`src/rtl/alu_dec_pkg.sv`:
```
// Shared opcode map, FSM state type and default multi-cycle mask for the ALU op dispatcher.
// Latency: n/a (declarations only).
// Backpressure: n/a.
package alu_dec_pkg;

    localparam logic [2:0] OP_SUM  = 3'd0;
    localparam logic [2:0] OP_CPL  = 3'd1;
    localparam logic [2:0] OP_SHR  = 3'd2;
    localparam logic [2:0] OP_SHL  = 3'd3;
    localparam logic [2:0] OP_CMPC = 3'd4;
    localparam logic [2:0] OP_CMPN = 3'd5;
    localparam logic [2:0] OP_SAVE = 3'd6;
    localparam logic [2:0] OP_LOAD = 3'd7;

    // save and load are the only ops that hold the datapath for more than one cycle
    localparam logic [7:0] DEF_MULTI_MASK = 8'b1100_0000;

    typedef enum logic {
        IDLE = 1'b0,
        EXEC = 1'b1
    } state_t;

endpackage

```
`src/rtl/alu_onehot_dec.sv`:
```
// Opcode to one-hot decode with enable; opcodes at or above N_OPS decode to zero.
// Latency: combinational.
// Backpressure: none.
module alu_onehot_dec #(
    parameter int OP_W  = 3,
    parameter int N_OPS = 8
) (
    input  logic             en,
    input  logic [OP_W-1:0]  op,
    output logic [N_OPS-1:0] onehot
);

    always_comb begin
        onehot = '0;
        for (int i = 0; i < N_OPS; i++) begin
            if (en && (op == OP_W'(i))) begin
                onehot[i] = 1'b1;
            end
        end
    end

endmodule

```
`src/rtl/alu_op_dispatcher.sv`:
```
// Accepts opcodes, drives one-hot strobe/active levels for each op's latency, flags illegal opcodes.
// Latency: accept at edge k -> strobe/active in cycle k+1; done in cycle k+1 (single) or k+LAT_MULTI (multi).
// Backpressure: in_ready low while an op has cycles left; a new op may be accepted in an op's last cycle.
module alu_op_dispatcher
    import alu_dec_pkg::*;
#(
    parameter int                  OP_W       = 3,
    parameter int                  N_OPS      = 8,
    parameter logic [2**OP_W-1:0]  MULTI_MASK = (2**OP_W)'(DEF_MULTI_MASK),
    parameter int                  LAT_MULTI  = 3,
    parameter int                  CNT_W      = 16
) (
    input  logic             clk,
    input  logic             rst,
    input  logic             in_valid,
    input  logic [OP_W-1:0]  in_op,
    output logic             in_ready,
    output logic [N_OPS-1:0] op_strobe,
    output logic [N_OPS-1:0] op_active,
    output logic             busy,
    output logic             done,
    output logic             err_illegal,
    output logic [CNT_W-1:0] op_count
);

    // cnt holds remaining cycles after the current one, so LAT_MULTI-1 at most
    localparam int LC_W = (LAT_MULTI > 2) ? $clog2(LAT_MULTI) : 1;

    state_t           state;
    logic [LC_W-1:0]  cnt;
    logic [OP_W-1:0]  cur_op;
    logic             first;
    logic             err_q;
    logic [CNT_W-1:0] count_q;

    logic             legal;
    logic             accept;
    logic             exec;
    logic [LC_W-1:0]  lat_m1;
    logic [N_OPS-1:0] cur_onehot;

    assign legal    = ({1'b0, in_op} < (OP_W + 1)'(N_OPS));
    assign in_ready = !rst && ((state == IDLE) || ((state == EXEC) && (cnt == '0)));
    assign accept   = in_valid && in_ready;
    assign lat_m1   = MULTI_MASK[in_op] ? LC_W'(LAT_MULTI - 1) : '0;
    assign exec     = (state == EXEC);

    always_ff @(posedge clk) begin
        if (rst) begin
            state   <= IDLE;
            cnt     <= '0;
            cur_op  <= '0;
            first   <= 1'b0;
            err_q   <= 1'b0;
            count_q <= '0;
        end else begin
            err_q <= accept && !legal;
            first <= 1'b0;
            if (accept && legal) begin
                // also covers back-to-back reload from the last EXEC cycle
                state   <= EXEC;
                cur_op  <= in_op;
                cnt     <= lat_m1;
                first   <= 1'b1;
                count_q <= count_q + 1'b1;
            end else if (state == EXEC) begin
                if (cnt == '0) begin
                    state <= IDLE;
                end else begin
                    cnt <= cnt - 1'b1;
                end
            end
        end
    end

    alu_onehot_dec #(
        .OP_W  (OP_W),
        .N_OPS (N_OPS)
    ) u_dec (
        .en     (exec),
        .op     (cur_op),
        .onehot (cur_onehot)
    );

    assign op_active   = cur_onehot;
    assign op_strobe   = cur_onehot & {N_OPS{first}};
    assign busy        = exec;
    assign done        = exec && (cnt == '0);
    assign err_illegal = err_q;
    assign op_count    = count_q;

    a_active_onehot0: assert property (@(posedge clk) disable iff (rst) $onehot0(op_active));
    a_strobe_subset:  assert property (@(posedge clk) disable iff (rst) (op_strobe & ~op_active) == '0);

endmodule

```
`config.mk`:
```
export PLATFORM = sky130hd
export DESIGN_NAME = alu_op_dispatcher
export DESIGN_NICKNAME = d
export VERILOG_FILES = /design/src/rtl/alu_dec_pkg.sv /design/src/rtl/alu_onehot_dec.sv /design/src/rtl/alu_op_dispatcher.sv
export SDC_FILE = /design/constraint.sdc
export NUM_CORES = 1
export LEC_CHECK = 0
export CAP_MARGIN = 40
export CORE_ASPECT_RATIO = 1.2
export CORE_MARGIN = 2
export CORE_UTILIZATION = 43
export DETAILED_ROUTE_END_ITERATION = 16
export HOLD_SLACK_MARGIN = 0.02
export PLACE_DENSITY = 0.78
export SETUP_SLACK_MARGIN = 0.15
export SLEW_MARGIN = 20
export SYNTH_ARGS = -nofsm -noshare
export SYNTH_HDL_FRONTEND = slang
export SYNTH_SLANG_ARGS = --single-unit
```
`constraint.sdc`:
```
create_clock -name clk -period 1.93 [get_ports clk]
set_clock_uncertainty 0.15 [all_clocks]
set_input_delay 0.386 -clock clk [delete_from_list [all_inputs] [get_ports clk]]
set_output_delay 0.386 -clock clk [all_outputs]
set_load 0.02 [all_outputs]
```
=== After elaboration in Yosys (flattened, before gate mapping) ===
Memory sizes are Yosys's and may differ from the RTL's.
Cells that the tools add are included.

* Register bits after elaboration: 23
* Bits in latches: 0
* Memory bits (writable): 0
* Bits in read-only memories: 8
* Bits of input ports: 6
* Logic and storage cells: 53
* Memories: 1

* Add/sub/neg operators: 2
* Multipliers: 0
* Divide/modulo/power cells: 0
* $lt $le $gt $ge: 1
* Equality and inequality tests: 8
* Shift-type cells: 0
* Multiplexer cells: 17
* Bitwise operators: 2
* Reductions and logical operators: 17

{| class="wikitable"
|+ Memories
! memory !! words !! width !! read ports !! clocked after Yosys merged registers in !! wr ports !! RTL line !! source
|-
| (name not given) || 8 || 1 || 1 || 0 || 0 || alu_op_dispatcher.sv:45 || <nowiki>assign lat_m1 = MULTI_MASK[in_op] ? LC_W'(LAT_MULTI - 1) : '0;</nowiki>
|}

{| class="wikitable"
|+ Operators with widths
! cell !! count
|-
| $add A16 B1 Y16 const B || 1
|-
| $mux W1 || 13
|-
| $eq A3 B3 Y1 const B || 4
|-
| $logic_and A1 B1 Y1 || 11
|-
| $and A8 B8 Y8 || 1
|-
| $mux W2 || 4
|-
| $eq A3 B2 Y1 const B || 2
|-
| $lt A3 B4 Y1 const B || 1
|-
| $eq A3 B1 Y1 const B || 1
|-
| $logic_not A3 Y1 || 1
|-
| $logic_not A2 Y1 || 1
|-
| $ne A2 B2 Y1 const B || 1
|-
| $reduce_and A2 Y1 || 1
|-
| $reduce_bool A2 Y1 || 1
|-
| $sub A2 B1 Y2 const B || 1
|-
| $logic_not A1 Y1 || 1
|-
| $logic_or A1 B1 Y1 || 1
|-
| $not A1 Y1 || 1
|}

=== Logic depth before layout (Yosys ltp) ===
Gate-level depths: netlist (run 1).

* Word-level depth: 7
* Mapped depth: 7
* Gate-level depth less buffers: 6

=== Hierarchy ===
A second synthesis (run 1) with hierarchy kept.

* Cell total of the unflattened synthesis: 133
* Area, all modules: 1166.1 µm²

{| class="wikitable"
|+ By module, submodules not included
! module !! instances !! cells an instance !! area an instance (µm²)
|-
| alu_op_dispatcher || 1 || 125 || 1069.8
|-
| alu_onehot_dec || 1 || 8 || 96.3
|}

=== Worst setup path before layout (run 1) ===
OpenSTA, ideal clock, no wires.

* Kind: register to output
* Start point: register state, in the netlist busy
* End point: output port op_strobe[4]
* Arrival: 1.175 ns
* Data required time: 1.394 ns
* Slack: 0.219 ns
* Cell stages (with the launch flop): 3
* Buffers on the path: 0
* Cells stage by stage: dfxtp_1 nand3_1 nor3_1

* Word-level cells in the longest chain between the ends: 3

{| class="wikitable"
|+ Ends and longest elaborated chain
! element !! RTL line !! source
|-
| start: declaration || alu_op_dispatcher.sv:29 || <nowiki>state_t state;</nowiki>
|-
| start signal: assignment || alu_op_dispatcher.sv:50 || <nowiki>state <= IDLE;</nowiki>
|-
| start signal: assignment || alu_op_dispatcher.sv:61 || <nowiki>state <= EXEC;</nowiki>
|-
| start signal: assignment || alu_op_dispatcher.sv:68 || <nowiki>state <= IDLE;</nowiki>
|-
| $logic_and A1 B1 Y1 || alu_onehot_dec.sv:16 || <nowiki>if (en && (op == OP_W'(i))) begin</nowiki>
|-
| $mux W1 || alu_onehot_dec.sv:16 ||
|-
| $and A8 B8 Y8 || alu_op_dispatcher.sv:86 || <nowiki>assign op_strobe = cur_onehot & {N_OPS{first}};</nowiki>
|-
| end: declaration || alu_op_dispatcher.sv:18 || <nowiki>output logic [N_OPS-1:0] op_strobe,</nowiki>
|}

No other way between the ends.

=== Worst setup path in the final report (run 1) ===
* Start point: register state, in the netlist busy
* End point: output port in_ready

* Word-level cells in the longest chain between the ends: 3

{| class="wikitable"
|+ Ends and longest elaborated chain
! element !! RTL line !! source
|-
| $logic_and A1 B1 Y1 / $not A1 Y1 (equally long branches) || alu_op_dispatcher.sv:43 || <nowiki>assign in_ready = !rst && ((state == IDLE) || ((state == EXEC) && (cnt == '0)));</nowiki>
|-
| $logic_or A1 B1 Y1 * || alu_op_dispatcher.sv:43 ||
|-
| $logic_and A1 B1 Y1 * || alu_op_dispatcher.sv:43 ||
|-
| end: declaration || alu_op_dispatcher.sv:17 || <nowiki>output logic in_ready,</nowiki>
|}

Mark *: on every way between the ends. The rest lies on a longest branch, timed or not.

==> impl_metrics.env, run 1 <==
export IMPL_outcome="finished clean"
export IMPL_maxSlewViolCount=0
export IMPL_syn_inst=143
export IMPL_ys_types=30
export IMPL_period_minus_slack_ps=1752
export IMPL_avgRoutedWirePerCell_um=13.55
export IMPL_switchingPower_w=0.0002272
export IMPL_drive_gt1_share_pct=36.10
export IMPL_seqPwrFrac_pct=58.2
export IMPL_htree_levels=1
export IMPL_numPortBuffers=40
export IMPL_layout_common_cells="25 x nor2_1, 25 x buf_4, 18 x dlygate4sd2_1, 17 x dfxtp_1"
export IMPL_syn2layout_area_growth_pct=61.86
export IMPL_first_global_vias=1158
export IMPL_utilization_pct=72.35
export IMPL_antenna_cells=0
export IMPL_synthFlopType="dfxtp_1"
export IMPL_synth_edf_count=0
export IMPL_setup_viol=0
export IMPL_die_area_um2=3027
export IMPL_r2r_setup_slack_ps=180
export IMPL_hold_violations=0
export IMPL_multiInputGateArea_um2=767.0
export IMPL_cts_clk_slew_worst_paths_ps=130
export IMPL_drtIter0Drc=25
export IMPL_slowest_delay_ps=390
export IMPL_fillers=209
export IMPL_ys_seq_area_share_pct=41.16
export IMPL_post_route_period_util_pct=90.77
export IMPL_maxCapViolCount=0
export IMPL_hold_class="reg2reg"
export IMPL_mappedNetlistArea_um2=1119
export IMPL_power_internal_w=0.0006370
export IMPL_yosysWarnings=0
export IMPL_synth_seq_cells=23
export IMPL_grt_usage_pct=21.24
export IMPL_cpMaxStageDelayCell="dfxtp_4"
export IMPL_worstPathRequired_ps=1390
export IMPL_gp_congestion=0.7957
export IMPL_start_util_pct=44.70
export IMPL_powerDensity_nw_per_um2=477.3
export IMPL_cts_tree="done"
export IMPL_vias=1249
export IMPL_ys_top_cells_by_area="dfxtp_1 41%, nor2_1 9.1%, o21ai_0 4.9%"
export IMPL_power_total_w=0.0008642
export IMPL_critPathKind="reg2out"
export IMPL_drc=0
export IMPL_p_sw_share_pct=26.29
export IMPL_worstSetupStartpointType="flip-flop"
export IMPL_seq_area_um2=475.5
export IMPL_clk_insertion_delay_late_ps=300
export IMPL_async_reset_ff_share_pct=0
export IMPL_ir_drop_uv=483.8
export IMPL_synth_top_cell_area_share_pct=41.16
export IMPL_synth_top_area_cell="dfxtp_1"
export IMPL_power_share_clock_pct=25.2
export IMPL_rsz0062_at_grt="yes"
export IMPL_dpl_hpwl_mm=2.221
export IMPL_fmax_mhz=570.8
export IMPL_cp_end_kind="output pin"
export IMPL_clockBufferDepth=2
export IMPL_num_rows=20
export IMPL_synth_net_count=151
export IMPL_fin_nets=214
export IMPL_drt_pass1_iter_count=4
export IMPL_clock_sinks=23
export IMPL_io_pins=42
export IMPL_grt_remaining_overflow=0
export IMPL_dpl_worst_slack_ps=-294.7
export IMPL_r2r_start="busy"
export IMPL_die_w_um=50.56
export IMPL_grt_max_degree=13
export IMPL_worstPathArrival_ps=1220
export IMPL_leakage_nw=0.7703
export IMPL_grt_pass1_wl_mm=4.988
export IMPL_comb_power_share_pct=16.6
export IMPL_drt_wl_total_mm=3.224
export IMPL_root_buffer="clkbuf_4"
export IMPL_viasPerCell=5.248
export IMPL_crit_top_cell="buf_4"
export IMPL_worst_path_max_fanout=6
export IMPL_numCtsBuffers=3
export IMPL_syn_area_per_cell_um2=7.822
export IMPL_drt_antenna_violating_nets=0
export IMPL_path_cells="buf_4, nor2b_4, nor2_1, buf_4"
export IMPL_holdBufCountCts=0
export IMPL_layout_setup_ws_ps=178.2
export IMPL_cp_startpoint="busy"
export IMPL_die_h_um=59.87
export IMPL_antenna_found_initial=0
export IMPL_design_core_area_um2=2502
export IMPL_hold_start="cur_op[2]"
synth_stat cells, types with 2 or more instances:
library cell and count:
or3_1 7, nand3_1 6, inv_1 3, and2_1 2, nand2_1 9, nor2_1 27
xnor2_1 5, nand4_1 5, o21ai_0 11, ha_1 2, nand2b_1 8, a21oi_1 10
clkbuf_1 2, nor3_1 4, and4_1 3, dfxtp_1 23, xor2_1 2, nor4b_1 2
sequential cells by signal (all words and copies together) (netlist names):
register  cells
cnt           2
op_count     16
busy          1
cur_op        3
first         1
routing by layer:
metal / global-route usage [%] / part of all wire, % / vias up
met5: 0 / 0 / -
met4: 8.494 / 0.68 / 0
met3: 4.000 / 5.2 / 2
met2: 39.10 / 54 / 38
met1: 24.07 / 40 / 591
li1: - / - / 618
worst paths after layout:
path                            depth (start not counted)          end
worst max register to register                          8  op_count[4]
worst max-delay path                                    4     in_ready
worst min register to register                          2    cur_op[2]
worst min-delay path                                    2    cur_op[2]
critical path: cells and delay by family (launching register included):
family / cells / cell delay (ps)
buffers and inverters: 2 / 310
DFF: 1 / 390
and+or+nand+nor: 2 / 230
power groups by stage:
stage	registers, W	logic, W	clock network, W
floorplan	0.000515	0.0000545	0
global placement	0.000510	0.000115	0
detailed placement	0.000511	0.000119	0
CTS	0.000502	0.000114	0.000225
global route	0.000506	0.000155	0.000242
finish	0.000503	0.000143	0.000217
cell families after synthesis:
logic type	synth area share, %
muxes	0.8949
AOI/OAI and AO/OA	10.07
and+or+nand+nor	37.03
adders and majority gates	2.237
xor gates and xnor gates	5.481
DFF	41.16
buffers and inverters	2.796
other	0.3352
final cells by class:
| type | instances | share of cell area [%] |
|---|---|---|
| timing repair buffer | 62 | 27.02 |
| tap | 33 | 2.281 |
| multi-input combinational | 113 | 42.36 |
| sequential | 23 | 26.26 |
| clock buffer | 4 | 1.451 |
| inverter | 3 | 0.6220 |
through the flow:
step / std cells / setup TNS [ps] / hold slack (ps) / area [um2]
2_1_floorplan: 143 / 0 / 327.2 / 1119
3_3_place_gp: 224 / -2334 / 329.8 / 1630
3_5_place_dp: 224 / -2877 / 349.5 / 1630
4_1_cts: 231 / 0 / 357.9 / 1615
5_1_grt: 238 / 0 / 394.8 / 1810
6_report: 238 / 0 / 355.9 / 1810
repair_timing:
| item | in CTS | in global routing |
|---|---|---|
| setup buffers | 3 | 7 |
| endpoints found under the setup margin | 44 | 29 |
| resized for setup | 98 | 49 |
| pin swaps | 0 | 12 |
Power figures use the tool's default switching activity.
==> run 2: changes to the inputs <==
CORE_UTILIZATION = 46   (was 43)
PLACE_DENSITY = 0.83   (was 0.78)
clock period = 2.2 ns   (was 1.93 ns; I/O delays follow)
==> impl_metrics.env, run 2 (synthesized netlist as in run 1, its figures left out) <==
export IMPL_outcome="finished clean"
export IMPL_gp_congestion=0.8054
export IMPL_die_h_um=58.02
export IMPL_first_global_vias=1056
export IMPL_maxCapViolCount=0
export IMPL_hold_start="op_count[15]"
export IMPL_cp_depth=1
export IMPL_worst_path_max_fanout=6
export IMPL_cpMaxStageDelayCell="clkdlybuf4s50_1"
export IMPL_wl_met2_mm=1.229
export IMPL_fmax_mhz=502.5
export IMPL_cp_end_kind="output pin"
export IMPL_htree_levels=1
export IMPL_wl_met3_um=96
export IMPL_cts_clk_slew_worst_paths_ps=130
export IMPL_power_internal_w=0.0005397
export IMPL_dpl_worst_slack_ps=-6.465
export IMPL_r2r_start="cnt[0]"
export IMPL_reg2regPathDepth=7
export IMPL_clockBufferDepth=2
export IMPL_cts_setup_buffers=0
export IMPL_dpl_hpwl_mm=1.961
export IMPL_design_core_area_um2=2306
export IMPL_worstSetupStartpointType="flip-flop"
export IMPL_drt_wl_total_mm=2.511
export IMPL_clk_insertion_delay_late_ps=310
export IMPL_path_cells="clkdlybuf4s50_1"
export IMPL_fin_hold_ws_ps=359.3
export IMPL_largest_reg_flops=16
export IMPL_vias=1127
export IMPL_die_area_um2=2844
export IMPL_p_sw_share_pct=25.74
export IMPL_powerDensity_nw_per_um2=454.6
export IMPL_multiInputGateArea_um2=631.9
export IMPL_drt_pass1_iter_count=4
export IMPL_grt_remaining_overflow=0
export IMPL_drive_gt1_share_pct=11.05
export IMPL_syn2layout_area_growth_pct=42.95
export IMPL_clock_sinks=23
export IMPL_viasPerCell=5.100
export IMPL_comb_power_share_pct=13.0
export IMPL_final_cell_area_um2=1599
export IMPL_numPortBuffers=40
export IMPL_drc=0
export IMPL_hold_violations=0
export IMPL_antenna_cells=0
export IMPL_seqPwrFrac_pct=60.6
export IMPL_maxSlewViolCount=0
export IMPL_min_path_cells=2
export IMPL_critPathKind="reg2out"
export IMPL_layout_setup_ws_ps=210.1
export IMPL_leakage_nw=0.6326
export IMPL_die_w_um=49.02
export IMPL_worstPathArrival_ps=1400
export IMPL_worstPathRequired_ps=1610
export IMPL_drtIter0Drc=25
export IMPL_layout_common_cells="27 x nor2_1, 21 x clkdlybuf4s50_1, 19 x dfxtp_1, 13 x dlygate4sd2_1, 11 x o21ai_0"
export IMPL_seq_area_um2=465.4
export IMPL_numCtsBuffers=3
export IMPL_grt_pass1_wl_mm=4.291
export IMPL_avgRoutedWirePerCell_um=11.36
export IMPL_root_buffer="clkbuf_4"
export IMPL_slowest_delay_ps=640
export IMPL_power_share_clock_pct=26.4
export IMPL_antenna_found_initial=0
export IMPL_post_route_period_util_pct=90.45
export IMPL_cp_startpoint="op_count[6]"
export IMPL_fin_nets=199
export IMPL_layout_commonest_cell="nor2_1"
export IMPL_drt_antenna_violating_nets=0
export IMPL_fillers=210
export IMPL_io_pins=42
export IMPL_place_area_um2=1590
export IMPL_period_minus_slack_ps=1990
export IMPL_num_rows=19
export IMPL_cts_tree="done"
export IMPL_critical_path_buf_inv_count=1
export IMPL_hold_class="reg2reg"
export IMPL_cp_top_family="buffers and inverters"
export IMPL_setup_viol=0
export IMPL_grt_usage_pct=19.00
export IMPL_switchingPower_w=0.0001871
export IMPL_start_util_pct=48.51
export IMPL_grt_max_degree=15
export IMPL_rsz0062_at_grt="yes"
export IMPL_ir_drop_uv=443.2
export IMPL_highest_layer="met4"
export IMPL_drt_met1_wl_mm=1.167
==> run 2: worst min-delay path: stages, from the launching register on <==
cell and delay, ps:
dfxtp_1 350, o31ai_1 70, a21oi_1 50
==> run 2: metrics by stage <==
stage / TNS [ps] / cells / utilization (%) / total power, W
3_5_place_dp: -11.45 / 217 / 68.96 / 0.0005472
6_report: 0 / 221 / 69.34 / 0.0007268
3_3_place_gp: -10.01 / 217 / 68.96 / 0.0005442
5_1_grt: 0 / 221 / 69.34 / 0.0007580
4_1_cts: 0 / 221 / 69.34 / 0.0007304
2_1_floorplan: 0 / 143 / - / 0.0004995
==> run 2: path summary, 6_finish.rpt <==
check | to | slack (ps)
worst min-delay path | op_count[15] | 360
worst max register to register | op_count[11] | 370
worst min register to register | op_count[15] | 360
worst max-delay path | op_count[6] | 210
==> run 2: final cells by class <==
class | count | area share [%]
repair buffers | 47 | 26.53
well taps | 31 | 2.426
multi-input cells | 113 | 39.51
clock buffers | 3 | 1.408
inverters | 3 | 0.7042
flip-flops and latches | 23 | 29.11
clock inverters | 1 | 0.3130
==> run 2: power by group through the flow <==
stage | combinational [W] | clock, W | sequential, W
after floorplan | 0.0000478 | 0 | 0.000452
after global placement | 0.0000960 | 0 | 0.000448
after detailed placement | 0.0000983 | 0 | 0.000449
after CTS | 0.0000943 | 0.000196 | 0.000440
after global routing | 0.000104 | 0.000211 | 0.000443
final | 0.0000945 | 0.000192 | 0.000440
==> run 2: layer usage <==
metal  global-route usage (%)  vias up
met5                        0        -
met4                    8.980        0
met3                    2.320        2
met2                    36.20       28
met1                    20.88      506
li1                         -      591
==> run 2: timing repair <==
| action | 4_1_cts | 5_1_grt |
|---|---|---|
| pin swaps | 0 | 0 |
| endpoints found under the setup margin | 18 | 10 |
| hold buffers | 0 | 0 |
| gates resized for setup | 21 | 15 |
